<file path="src/rtl/serial_matvec_engine_pkg.sv">
// Shared definitions for the serial matrix-vector engine: command codes,
// memory request encodings, FSM state encoding and the error payload.
package serial_matvec_engine_pkg;

  // Command function codes
  localparam logic [6:0] CFG_X   = 7'd0;
  localparam logic [6:0] CFG_W   = 7'd1;
  localparam logic [6:0] CFG_Y   = 7'd2;
  localparam logic [6:0] CFG_DIM = 7'd3;
  localparam logic [6:0] START   = 7'd4;

  // Memory request command / size encodings
  localparam logic [4:0] M_LD  = 5'd0;
  localparam logic [4:0] M_ST  = 5'd1;
  localparam logic [2:0] TYP_D = 3'd3;
  localparam logic [2:0] TYP_W = 3'd2;

  // Response payload for a rejected START
  localparam logic [31:0] ERR_CODE = 32'hFFFF_FFFF;

  typedef enum logic [3:0] {
    S_IDLE,
    S_LDX_REQ,
    S_LDX_WAIT,
    S_ROW_REQ,
    S_ROW_WAIT,
    S_MAC,
    S_ST_REQ,
    S_ST_WAIT,
    S_RESP
  } state_t;

  // Number of 8-byte doublewords covering one row of cols byte elements
  function automatic logic [5:0] dwords_for(input logic [7:0] cols);
    logic [8:0] t;
    t = {1'b0, cols} + 9'd7;
    return t[8:3];
  endfunction

endpackage

</file>
<file path="src/rtl/serial_matvec_mac.sv">
// Serial multiply-accumulate: picks one signed byte lane of the current W
// doubleword, multiplies by the matching X element and accumulates with
// wrap-around. acc_next is exposed so the last product of a row can be
// stored in the same cycle it is accumulated.
module serial_matvec_mac
  import serial_matvec_engine_pkg::*;
#(
  parameter int DATA_W = 8,
  parameter int ACC_W  = 32
) (
  input  logic                     clk,
  input  logic                     reset_n,
  input  logic                     clr,
  input  logic                     en,
  input  logic [63:0]              w_dword,
  input  logic [2:0]               lane,
  input  logic signed [DATA_W-1:0] x_val,
  output logic signed [ACC_W-1:0]  acc_next
);

  logic signed [ACC_W-1:0]    acc;
  logic signed [DATA_W-1:0]   w_val;
  logic signed [2*DATA_W-1:0] prod;

  // Lane select, full-precision signed product and wrapping sum
  always_comb begin
    w_val    = w_dword[lane*DATA_W +: DATA_W];
    prod     = w_val * x_val;
    acc_next = acc + {{(ACC_W-2*DATA_W){prod[2*DATA_W-1]}}, prod};
  end

  // Accumulator register; clear wins over enable
  always_ff @(posedge clk or negedge reset_n) begin
    if (!reset_n) begin
      acc <= '0;
    end else if (clr) begin
      acc <= '0;
    end else if (en) begin
      acc <= acc_next;
    end
  end

endmodule

</file>
<file path="src/rtl/serial_matvec_engine.sv">
// Command-driven y = W*x engine. Loads x into a local register file, then
// streams W one doubleword at a time, multiplies one byte lane per cycle and
// stores each 32-bit row result (optionally ReLU-clamped).
//
// Handshakes: a transfer happens on the clock edge where valid && ready are
// both high. Request-side valid and payload are registered and held
// unchanged until that edge; at most one memory request is outstanding, and
// memory responses are only looked at in the *_WAIT states.
module serial_matvec_engine
  import serial_matvec_engine_pkg::*;
#(
  parameter int K_MAX  = 16,
  parameter int N_MAX  = 16,
  parameter int DATA_W = 8,
  parameter int ACC_W  = 32,
  parameter int ADDR_W = 40
) (
  input  logic              clk,
  input  logic              reset_n,
  input  logic              cmd_valid_i,
  output logic              cmd_ready_o,
  input  logic [63:0]       cmd_rs1_i,
  input  logic [6:0]        cmd_inst_funct_i,
  input  logic [4:0]        cmd_inst_rd_i,
  output logic              mem_req_valid_o,
  input  logic              mem_req_ready_i,
  output logic [4:0]        mem_req_cmd_o,
  output logic [2:0]        mem_req_typ_o,
  output logic [ADDR_W-1:0] mem_req_addr_o,
  output logic [63:0]       mem_req_data_o,
  input  logic              mem_resp_valid_i,
  input  logic [4:0]        mem_resp_cmd_i,
  input  logic [63:0]       mem_resp_data_i,
  output logic              resp_valid_o,
  input  logic              resp_ready_i,
  output logic [4:0]        resp_rd_o,
  output logic [31:0]       resp_data_o,
  output state_t            dbg_state_o
);

  localparam int XI_W = $clog2(K_MAX);

  state_t                    state;
  logic [ADDR_W-1:0]         x_base, w_base, y_base;
  logic [ADDR_W-1:0]         row_addr, y_addr;
  logic [7:0]                rows, cols;
  logic [7:0]                i_cnt, j_cnt, r_cnt;
  logic [2:0]                lane;
  logic                      relu_en;
  logic [4:0]                rd_q;
  logic [63:0]               w_dword;
  logic signed [DATA_W-1:0]  x_rf [K_MAX];

  logic [5:0]                n_dw;
  logic [ADDR_W-1:0]         row_stride;
  logic [7:0]                col;
  logic                      last_col, last_lane;
  logic signed [DATA_W-1:0]  x_sel;
  logic                      mac_clr, mac_en, st_done, cfg_ok;
  logic signed [ACC_W-1:0]   acc_next;
  logic [31:0]               y_val;
  logic                      unused_bits;

  assign dbg_state_o = state;
  assign unused_bits = ^cmd_rs1_i[63:ADDR_W];

  // Row geometry, column tracking, MAC control and the value to store
  always_comb begin
    n_dw       = dwords_for(cols);
    row_stride = ADDR_W'({n_dw, 3'b000});
    col        = {j_cnt[4:0], lane};
    last_col   = (col == cols - 8'd1);
    last_lane  = (lane == 3'd7) || last_col;
    x_sel      = x_rf[col[XI_W-1:0]];
    mac_en     = (state == S_MAC);
    st_done    = (state == S_ST_WAIT) && mem_resp_valid_i && (mem_resp_cmd_i == M_ST);
    mac_clr    = (state == S_IDLE) || st_done;
    y_val      = (relu_en && acc_next[ACC_W-1]) ? 32'd0 : acc_next[31:0];
    cfg_ok     = (rows != 8'd0) && (cols != 8'd0) &&
                 (rows <= 8'(N_MAX)) && (cols <= 8'(K_MAX));
  end

  serial_matvec_mac #(
    .DATA_W (DATA_W),
    .ACC_W  (ACC_W)
  ) u_mac (
    .clk      (clk),
    .reset_n  (reset_n),
    .clr      (mac_clr),
    .en       (mac_en),
    .w_dword  (w_dword),
    .lane     (lane),
    .x_val    (x_sel),
    .acc_next (acc_next)
  );

  // Control FSM with registered command, memory and response outputs
  always_ff @(posedge clk or negedge reset_n) begin
    if (!reset_n) begin
      state           <= S_IDLE;
      cmd_ready_o     <= 1'b1;
      mem_req_valid_o <= 1'b0;
      mem_req_cmd_o   <= '0;
      mem_req_typ_o   <= '0;
      mem_req_addr_o  <= '0;
      mem_req_data_o  <= '0;
      resp_valid_o    <= 1'b0;
      resp_rd_o       <= '0;
      resp_data_o     <= '0;
      x_base          <= '0;
      w_base          <= '0;
      y_base          <= '0;
      row_addr        <= '0;
      y_addr          <= '0;
      rows            <= '0;
      cols            <= '0;
      i_cnt           <= '0;
      j_cnt           <= '0;
      r_cnt           <= '0;
      lane            <= '0;
      relu_en         <= 1'b0;
      rd_q            <= '0;
      w_dword         <= '0;
      for (int k = 0; k < K_MAX; k++) x_rf[k] <= '0;
    end else begin
      case (state)
        S_IDLE: begin
          if (cmd_valid_i && cmd_ready_o) begin
            case (cmd_inst_funct_i)
              CFG_X:   x_base <= cmd_rs1_i[ADDR_W-1:0];
              CFG_W:   w_base <= cmd_rs1_i[ADDR_W-1:0];
              CFG_Y:   y_base <= cmd_rs1_i[ADDR_W-1:0];
              CFG_DIM: begin
                rows <= cmd_rs1_i[7:0];
                cols <= cmd_rs1_i[15:8];
              end
              START: begin
                relu_en     <= cmd_rs1_i[0];
                rd_q        <= cmd_inst_rd_i;
                cmd_ready_o <= 1'b0;
                if (!cfg_ok) begin
                  state        <= S_RESP;
                  resp_valid_o <= 1'b1;
                  resp_data_o  <= ERR_CODE;
                  resp_rd_o    <= cmd_inst_rd_i;
                end else begin
                  state           <= S_LDX_REQ;
                  i_cnt           <= '0;
                  mem_req_valid_o <= 1'b1;
                  mem_req_cmd_o   <= M_LD;
                  mem_req_typ_o   <= TYP_D;
                  mem_req_addr_o  <= x_base;
                  mem_req_data_o  <= '0;
                end
              end
              default: ;
            endcase
          end
        end
        S_LDX_REQ, S_ROW_REQ, S_ST_REQ: begin
          if (mem_req_ready_i) begin
            mem_req_valid_o <= 1'b0;
            state <= (state == S_LDX_REQ) ? S_LDX_WAIT :
                     (state == S_ROW_REQ) ? S_ROW_WAIT : S_ST_WAIT;
          end
        end
        S_LDX_WAIT: begin
          if (mem_resp_valid_i) begin
            for (int k = 0; k < 8; k++)
              x_rf[XI_W'(i_cnt * 8 + k)] <= mem_resp_data_i[k*DATA_W +: DATA_W];
            mem_req_valid_o <= 1'b1;
            mem_req_cmd_o   <= M_LD;
            mem_req_typ_o   <= TYP_D;
            mem_req_data_o  <= '0;
            if (i_cnt == 8'(n_dw) - 8'd1) begin
              state          <= S_ROW_REQ;
              r_cnt          <= '0;
              j_cnt          <= '0;
              row_addr       <= w_base;
              y_addr         <= y_base;
              mem_req_addr_o <= w_base;
            end else begin
              state          <= S_LDX_REQ;
              i_cnt          <= i_cnt + 8'd1;
              mem_req_addr_o <= x_base + ADDR_W'({i_cnt + 8'd1, 3'b000});
            end
          end
        end
        S_ROW_WAIT: begin
          if (mem_resp_valid_i) begin
            w_dword <= mem_resp_data_i;
            lane    <= '0;
            state   <= S_MAC;
          end
        end
        S_MAC: begin
          if (last_lane) begin
            mem_req_valid_o <= 1'b1;
            if (last_col) begin
              state          <= S_ST_REQ;
              mem_req_cmd_o  <= M_ST;
              mem_req_typ_o  <= TYP_W;
              mem_req_addr_o <= y_addr;
              mem_req_data_o <= {{32{y_val[31]}}, y_val};
            end else begin
              state          <= S_ROW_REQ;
              j_cnt          <= j_cnt + 8'd1;
              mem_req_cmd_o  <= M_LD;
              mem_req_typ_o  <= TYP_D;
              mem_req_addr_o <= row_addr + ADDR_W'({j_cnt + 8'd1, 3'b000});
              mem_req_data_o <= '0;
            end
          end else begin
            lane <= lane + 3'd1;
          end
        end
        S_ST_WAIT: begin
          if (st_done) begin
            r_cnt    <= r_cnt + 8'd1;
            j_cnt    <= '0;
            y_addr   <= y_addr + ADDR_W'(4);
            row_addr <= row_addr + row_stride;
            if (r_cnt + 8'd1 == rows) begin
              state        <= S_RESP;
              resp_valid_o <= 1'b1;
              resp_data_o  <= 32'(rows);
              resp_rd_o    <= rd_q;
            end else begin
              state           <= S_ROW_REQ;
              mem_req_valid_o <= 1'b1;
              mem_req_cmd_o   <= M_LD;
              mem_req_typ_o   <= TYP_D;
              mem_req_addr_o  <= row_addr + row_stride;
              mem_req_data_o  <= '0;
            end
          end
        end
        S_RESP: begin
          if (resp_ready_i) begin
            resp_valid_o <= 1'b0;
            cmd_ready_o  <= 1'b1;
            state        <= S_IDLE;
          end
        end
        default: state <= S_IDLE;
      endcase
    end
  end

endmodule

</file>
<file path="config.mk">
export PLATFORM = sky130hd
export DESIGN_NAME = serial_matvec_engine
export DESIGN_NICKNAME = d
export VERILOG_FILES = /design/src/rtl/serial_matvec_engine_pkg.sv /design/src/rtl/serial_matvec_mac.sv /design/src/rtl/serial_matvec_engine.sv
export SDC_FILE = /design/constraint.sdc
export NUM_CORES = 1
export LEC_CHECK = 0
export CAP_MARGIN = 10
export CORE_MARGIN = 3
export CORE_UTILIZATION = 55
export CTS_CLUSTER_DIAMETER = 200
export DETAILED_ROUTE_END_ITERATION = 8
export PLACE_DENSITY = 0.77
export SKIP_LAST_GASP = 1
export SYNTH_ARGS = -nofsm -noshare
export SYNTH_HDL_FRONTEND = slang
export SYNTH_SLANG_ARGS = --single-unit
</file>
<file path="constraint.sdc">
create_clock -name clk -period 15.4 [get_ports clk]
set_input_delay 1.54 -clock clk [delete_from_list [all_inputs] [get_ports clk]]
set_output_delay 1.54 -clock clk [all_outputs]
set_load 0.01 [all_outputs]
</file>
# After elaboration in Yosys (flattened, before gate mapping)
# Index checks and enable logic that the tools add are counted.
[totals]
inputBits = 151
register_bits = 629
output_inout_bits = 156
[op_classes]
multipliers = 1
n_lt_le_gt_ge = 19
bitwise_logic = 9
reduce_logical = 49
mux = 139
add_sub_neg = 19
n_shift = 1
eq_ne = 33
[ops]
columns = ["op", "n"]
rows = [
  ["bitwise mux 128 bit", 8],
  ["two-way mux 40 bit", 15],
  ["two-way mux 64 bit", 8],
  ["demux 8 bit (select 4 bit)", 8],
  ["two-way mux 32 bit", 8],
  ["case mux 64 bit (4 select lines)", 1],
  ["two-way mux 8 bit", 21],
  ["case mux 40 bit (2 select lines)", 2],
  ["case mux 40 bit (4 select lines)", 1],
  ["adder 40 x 11 -> 40 bit", 2],
  ["case mux 32 bit (2 select lines)", 1],
  ["variable part select 64 x 7 -> 8 bit", 1],
  ["two-way mux 5 bit", 12],
  [">= comparator 5 bit (second input constant)", 9],
  ["NOT 4 -> 5 bit", 9],
  ["adder 40 x 3 -> 40 bit (second input constant)", 1],
  ["adder 40 x 9 -> 40 bit", 1],
  ["< comparator 5 x 1 -> 1 bit (second input constant)", 8],
  ["two-way mux 4 bit", 10],
  ["two-way mux 3 bit", 11],
  ["adder 32 bit", 1],
  ["binary-select mux 8 bit (select 4 bit)", 1],
  ["case mux 8 bit (2 select lines)", 2],
  ["case mux 4 bit (7 select lines)", 1],
  ["other kinds (49)", 128],
]

# Longest topological paths before layout
# Gate-level depths: netlist of run 1.
[depth]
word_depth = 13
ltp_mapped = 36

# Modules after synthesis
# A second synthesis of run 1 with hierarchy kept.
[unflattened]
hier_cells = 3262
area_unflattened_um2 = 34095.2
[by_module_without_submodules]
columns = ["mod", "seq_area_each_um2", "n_inst", "cells_per_inst", "area_each_um2"]
rows = [
  ["serial_matvec_engine", 13439.1, 1, 2591, 28058.2],
  ["serial_matvec_mac", 800.8, 1, 671, 6037.0],
]

# Worst setup path after synthesis of run 1
# OpenSTA, ideal clock, no wires.
[synth_timing]
path_type = "reg2reg"
from = "register lane[0]"
to = "register mem_req_data_o[30]"
path_stages_with_launch = 32
arrival_time_ns = 9.359
slack_ns = 5.974
path_buffers = 4
setup_ns = 0.067
cell_sequence = "dfrtp_1 -> clkbuf_1 -> buf_1 -> buf_1 -> mux4_2 -> mux2i_1 -> nor2b_1 -> fa_1 -> fa_1 -> fa_1 -> inv_1 -> fa_1 -> inv_1 -> ha_1 -> o21a_1 -> o21ai_0 -> o21ai_0 -> a31o_2 -> a21oi_1 -> xnor2_1 -> inv_1 -> ha_1 -> a21o_1 -> a21oi_1 -> o221ai_1 -> a2111oi_0 -> o21ai_0 -> a211oi_1 -> xor3_1 -> a21boi_2 -> buf_2 -> a22o_1"
[synth_via]
elab_chain_len = 11
[synth_rtl]
columns = ["item", "line_no", "text"]
rows = [
  ["from (decl)", "serial_matvec_engine.sv:48", "logic [2:0] lane;"],
  ["from (signal assigned)", "serial_matvec_engine.sv:214", "lane <= lane + 3'd1;"],
  ["branches (longest 11 deep; another with adder 32 bit)", "--", ""],
  ["to (signal assigned)", "serial_matvec_engine.sv:204", "mem_req_data_o <= {{32{y_val[31]}}, y_val};"],
  ["to (decl)", "serial_matvec_engine.sv:30", "output logic [63:0] mem_req_data_o,"],
]
# Several ways; the timed one is not identified. The select of a mux whose other input is x is not followed.
# A chain may end at the register's enable or synchronous reset.

# Worst setup path in the final report of run 1
[layout_timing]
from = "register lane[0]"
to = "register mem_req_data_o[11]"
# Same word-level chain as after synthesis.

==> out/qor.txt, run 1 <==
area share of fa/ha/maj cells after synthesis - 6.89%
Synth Area in Compound Gates - 15.1%
initial DRC count - 2645
hold crit path type - flip-flop to flip-flop
reg2reg setup slack - 4.35 ns
Core Area - 59700 um2
Root Buffer - clkbuf_16
CTS clk-pin slew, worst paths - 0.06 ns
Setup crit end - mem_req_data_o[11]
Placer Congestion - 0.941
post-synthesis sequential area ratio - 42.4%
MaxCap Viol Count - 0
area added between synthesis and finish - 15.1%
CP Max Fanout - 29
post-CTS setup buffer count - 0
CTS Hold Bufs - 0
CTS buffer count - 60
critical path type - flip-flop to flip-flop
#FFs+latches synth - 569
CTS sink count - 569
largest family of logic cells by synthesized area - multiplexers
Port Buf Inserts - 277
Async SR Flop Fraction - 100%
die outline width - 253 um
Slew @ Worst Pin - 1.15 ns
via count - 26.6k
Main synth FF type - dfrtp_1
Critical Path End Type - flip-flop
instance count on the critical path - 32
FF-to-FF End - mem_req_data_o[11]
GRT Residual Overflow - 0
RR Startpoint - lane[0]
clock skew - 0.0622 ns
Fmax - 0.0905 GHz
Syn. warnings - 0
die height - 253 um
Simple-Gate Fraction of Synth Area - 11.2%
vias in the first global route - 27.5k
top cell type's share of synthesized area - 42.3%
Max Root-Sink Buffers - 3
post-CTS sizing - 0
number of cell rows - 89
initial antenna violation count - 4
IO Count - 307
Post-Synth XOR/XNOR Area - 4.02%
Post-synth EDFFs - 0
delay-heaviest family, CP - compound AO/OA/AOI/OAI gates
setup TNS - 0 ns
ranking of synthesized cells by area - dfrtp_1, mux2_2, fa_1
most frequent CP cell - inv_1
outcome - finished, final reports clean
routed wire length - 96500 um
crit path from - lane[0]
largest net degree at the start of global routing - 107
# fillers - 4577
H-tree levels - 2
Mapped Cells - 3251
TritonRoute pass-1 iters - 6
worst skew pair latency - 0.65 ns
post-synthesis mux area share - 15.2%
first-pass GRT wire length - 152000 um
Buf/Inv on CP - 9
Final setup viols - 0
Final Cycle Share - 71.7%
worst relative slew slack - 21.6%
Routed wire per std cell - 22.8 um
R2R depth - 32
Synth cell types - 89
Final Hold Fails - 0
Critical Path Source Type - flip-flop
pre-CTS WS - 4.34 ns
Final Max Slew Viols - 0
data required time of the worst path - 15.93 ns
global-route usage over all layers - 30.1%
Synth area leader - dfrtp_1
Slowest cell on crit path - dfrtp_4
starting density of the core - 56.3%
Die ar. - 64100 um2
Remaining DRCs - 0
Vias per Instance - 6.31
setup ws final - 4.35 ns
fraction of layout cells with a size suffix above 1 - 17.3%
RSZ-0062 raised after global routing - no
post-route ant nets - 0
CTS tree - built
Post-Syn Area per Cell - 10.3 um2
mapped cell area - 33600 um2
Worst EP arrival - 11.58 ns
CP peak stage delay - 0.79 ns
Post-DP HPWL - 66500 um
hold_ws - 0.473 ns
Layout Utilization - 64.8%
min Tclk post-route - 11.05 ns
Final Net Count - 3700
-- state kept, by name (all words and copies together) (netlist names), 40 cells and up --
name / cells
y_base: 40
w_dword: 64
y_addr: 40
row_addr: 40
x_base: 40
x_rf: 128
w_base: 40
mem_req_addr_o: 40
-- placed cells by master (no fill, tap or decap), types with 13 or more instances in the layout --
cell | synthesis | routed
nor2_1 | 236 | 232
mux2_2 | 343 | 343
a222oi_1 | 18 | 18
o21bai_1 | 17 | 17
dfrtp_1 | 568 | 566
a21o_1 | 30 | 30
nand4_1 | 29 | 29
or2_2 | 15 | 15
clkbuf_16 | 0 | 60
nor4_1 | 20 | 20
fa_1 | 59 | 59
o21a_1 | 26 | 26
a31oi_1 | 25 | 25
xnor2_1 | 95 | 95
and3_1 | 39 | 38
or3_1 | 13 | 13
nor3_1 | 46 | 44
a211oi_1 | 20 | 19
and2_1 | 13 | 13
ha_1 | 90 | 90
mux2i_1 | 16 | 16
clkdlybuf4s50_1 | 0 | 276
o21ai_1 | 29 | 29
a22o_1 | 61 | 61
a22oi_1 | 16 | 16
o21ai_0 | 161 | 160
inv_1 | 141 | 141
nand2_1 | 268 | 268
nand3_1 | 79 | 76
buf_4 | 61 | 52
nor2b_1 | 16 | 16
a21oi_1 | 217 | 216
mux4_2 | 48 | 48
xor2_1 | 46 | 46
o22ai_1 | 25 | 25
-- cells in the mapped netlist (29+ instances only) --
library cell  instances
dfrtp_1             568
mux2_2              343
nand2_1             268
nor2_1              236
a21oi_1             217
o21ai_0             161
inv_1               141
clkbuf_1            140
xnor2_1              95
ha_1                 90
nand3_1              79
a22o_1               61
buf_4                61
fa_1                 59
mux4_2               48
nor3_1               46
xor2_1               46
and3_1               39
a21o_1               30
nand4_1              29
o21ai_1              29
-- cell families after synthesis --
kind of cell               after synthesis
muxes                                  407
adders and majority gates              150
xor gates and xnor gates               146
other                                    1
buffers and inverters                  388
and+or+nand+nor                        818
AOI/OAI and AO/OA                      772
DFF                                    569
-- area by class of cell --
cell class / instances / area, um2 / share of cell area, %
Tap cell: 773 / 967 / 2.50
Antenna cell: 3 / 7.51 / 0.0194
Multi-Input combinational cell: 2298 / 17700 / 45.9
Clock buffer: 76 / 1600 / 4.14
Sequential cell: 569 / 14200 / 36.8
Timing Repair Buffer: 329 / 3170 / 8.19
Clock inverter: 34 / 424 / 1.10
Inverter: 142 / 533 / 1.38
-- per-stage QoR --
| step | std cells | cell area [um2] |
|---|---|---|
| after detailed placement | 4111 | 36700 |
| after global placement | 4111 | 36700 |
| final | 4224 | 38700 |
| after floorplan | 3255 | 33600 |
| after global routing | 4224 | 38700 |
| after CTS | 4221 | 38700 |
-- worst min-delay path by stage --
stage | startpoint | to | slack [ns] | cells after the start
3_3_place_gp | mem_req_typ_o[1] | mem_req_typ_o[1] | 0.45 | 1
5_1_grt | mem_req_addr_o[3] | mem_req_addr_o[3] | 0.51 | 1
4_1_cts | mem_req_typ_o[1] | mem_req_typ_o[1] | 0.47 | 1
6_report | mem_req_typ_o[1] | mem_req_typ_o[1] | 0.47 | 1
3_5_place_dp | mem_req_typ_o[1] | mem_req_typ_o[1] | 0.46 | 1
2_1_floorplan | u_mac.acc[19] | u_mac.acc[19] | 0.46 | 2
-- routing by layer --
metal	vias to the layer above	wire [um]	track usage [%]
li1	11942	-	-
met1	13308	39400	40.2
met2	1149	45300	48.5
met3	234	7570	5.33
met4	2	4180	13.4
met5	-	13	0
Power of run 1 is not shown: default switching activity piles up to over one toggle a cycle in this logic, so the estimate is an artifact.
==> inputs of run 2 (changes only) <==
Clock period 15.4 ns to 11.4 ns, I/O delays scaled along.
==> run 2 against run 1 <==
First-iteration DRC count fell by 5.7%. Clock skew rose by 0.0023 ns. Critical path depth rose by 2. Fmax rose by 3.9%. Via count rose by 0.92%. Cell count barely moved. Count of clock-buffer cells in the layout fell by 1. Final area rose by 0.72%. Die area did not move. Utilization rose by 0.47 points. Global-route usage rose by 0.29 points. Critical endpoint is now mem_req_data_o[16].
==> out/qor.txt, run 2 (synthesis gave the netlist of run 1 again) <==
outcome - finished, final reports clean
via count - 26.9k (+0.92%)
Worst EP arrival - 11.18 ns (-0.40 ns)
Post-DP HPWL - 66900 um (+0.53%)
largest registers - x_rf (128), w_dword (64)
initial DRC count - 2494 (-5.7%)
number of cell rows - 89 (unchanged)
post-CTS sizing - 0 (unchanged)
setup TNS - 0 ns (unchanged)
critical path type - flip-flop to flip-flop
ANT cells - 0 (-3)
Final Hold Fails - 0 (unchanged)
data required time of the worst path - 11.95 ns (-3.98 ns)
Placer Congestion - 0.959 (+1.9%)
area added between synthesis and finish - 15.9%
number of flip-flops in the largest register - 128 (unchanged)
die height - 253 um (unchanged)
post-CTS setup buffer count - 0 (unchanged)
initial antenna violation count - 0 (-4)
Core Area - 59700 um2 (unchanged)
Vias per Instance - 6.36 (+0.87%)
Max Root-Sink Buffers - 3 (unchanged)
routed wire length - 98100 um (+1.6%)
most frequent cells in the layout - dfrtp_1, mux2_2, clkdlybuf4s50_1
CTS buffer count - 60 (unchanged)
starting density of the core - 56.3% (unchanged)
CTS clk-pin slew, worst paths - 0.06 ns (about the same)
Final Net Count - 3706 (+0.16%)
Final Cycle Share - 93.3% (+22 points)
Port Buf Inserts - 277 (unchanged)
Die ar. - 64100 um2 (unchanged)
CTS Hold Bufs - 0 (unchanged)
Slew @ Worst Pin - 1.20 ns (+0.0510 ns)
Routed wire per std cell - 23.2 um (+1.6%)
Remaining DRCs - 0 (unchanged)
global-route usage over all layers - 30.4% (+0.29 points)
CP Max Fanout - 36 (+24%)
Final setup viols - 0 (unchanged)
TritonRoute pass-1 iters - 6 (unchanged)
commonest non-fill, non-tap cell in the layout - dfrtp_1
Slowest cell on crit path - dfrtp_2
MaxCap Viol Count - 0 (unchanged)
min Tclk post-route - 10.63 ns (-0.416 ns)
Root Buffer - clkbuf_16
worst skew pair latency - 0.67 ns (+0.02 ns)
pre-CTS WS - 0.765 ns (-3.57 ns)
most frequent CP cell - inv_1
IO Count - 307 (unchanged)
# fillers - 4544 (-0.72%)
H-tree levels - 2 (unchanged)
Critical Path End Type - flip-flop
CTS sink count - 569 (unchanged)
first-pass GRT wire length - 154000 um (+1.0%)
CP peak stage delay - 0.99 ns (+0.20 ns)
vias in the first global route - 27.3k (-0.44%)
hold crit path type - flip-flop to flip-flop
Final Max Slew Viols - 0 (unchanged)
clock skew - 0.0645 ns (+0.00230 ns)
RSZ-0062 raised after global routing - no
Biggest register - x_rf
die outline width - 253 um (unchanged)
area of the multi-input gates - 17700 um2 (unchanged)
Fmax - 0.0940 GHz (+3.9%)
GRT Residual Overflow - 0 (unchanged)
largest net degree at the start of global routing - 213 (+99%)
post-route ant nets - 0 (unchanged)
Reg area - 14200 um2 (unchanged)
Critical Path Source Type - flip-flop
worst relative slew slack - 19.9% (-1.7 points)
fraction of layout cells with a size suffix above 1 - 17.5% (+0.29 points)
setup ws final - 0.767 ns (-3.58 ns)
CTS tree - built
hold_ws - 0.463 ns (-0.0103 ns)
==> run 2: cell count changes in the layout (fill, tap and decap cells not counted), sizes merged <==
| cell | before | now |
|---|---|---|
| bufinv | 6 | 12 |
| clkinv | 18 | 15 |
| inv | 145 | 144 |
| clkinvlp | 7 | 5 |
| clkbuf | 76 | 75 |
| buf | 53 | 59 |
| diode | 3 | 0 |
==> run 2: final timing paths <==
| check | depth (start not counted) | from | end | slack [ns] |
|---|---|---|---|---|
| worst max register to register | 34 | lane[1] | mem_req_data_o[16] | 0.77 |
| max in group asynchronous | 3 | reset_n | r_cnt[2] | 8.80 |
| worst min-delay path | 1 | mem_req_typ_o[1] | mem_req_typ_o[1] | 0.46 |
| min in group asynchronous | 1 | reset_n | w_dword[4] | 0.48 |
| worst min register to register | 1 | mem_req_typ_o[1] | mem_req_typ_o[1] | 0.46 |
| worst max-delay path | 34 | lane[1] | mem_req_data_o[16] | 0.77 |
==> run 2: critical path, delay by kind of cell, from the launching register on <==
kind	cells	cell delay, ns
compound gates	12	3.89
xor+xnor	2	0.58
fa+ha+maj	6	2.89
buf+inv	9	0.97
flops	1	0.99
mux	1	0.43
simple gates	4	0.79
==> run 2: area by class of cell <==
type	instances	share of cell area, %
Clock buffer	75	4.23
Sequential cell	569	36.6
Multi-Input combinational cell	2298	45.5
Inverter	142	1.37
Tap cell	773	2.48
Clock inverter	34	1.43
Timing Repair Buffer	335	8.41
==> run 2: metal layers <==
metal,part of all wire [%],vias up,track usage [%]
met5,0,-,0
met2,47,1176,49.6
met1,41,13510,40.7
li1,-,11935,-
met3,7.6,258,5.33
met4,4.0,0,12.1
==> run 2: stage by stage <==
stage	instance area [um2]	instances	util, %
global placement	36700	4116	61.6
CTS	38900	4225	65.3
finish	39000	4226	65.3
floorplan	33600	3255	-
global route	39000	4226	65.3
detailed placement	36700	4116	61.6
Power of run 2 is left out for the same reason.
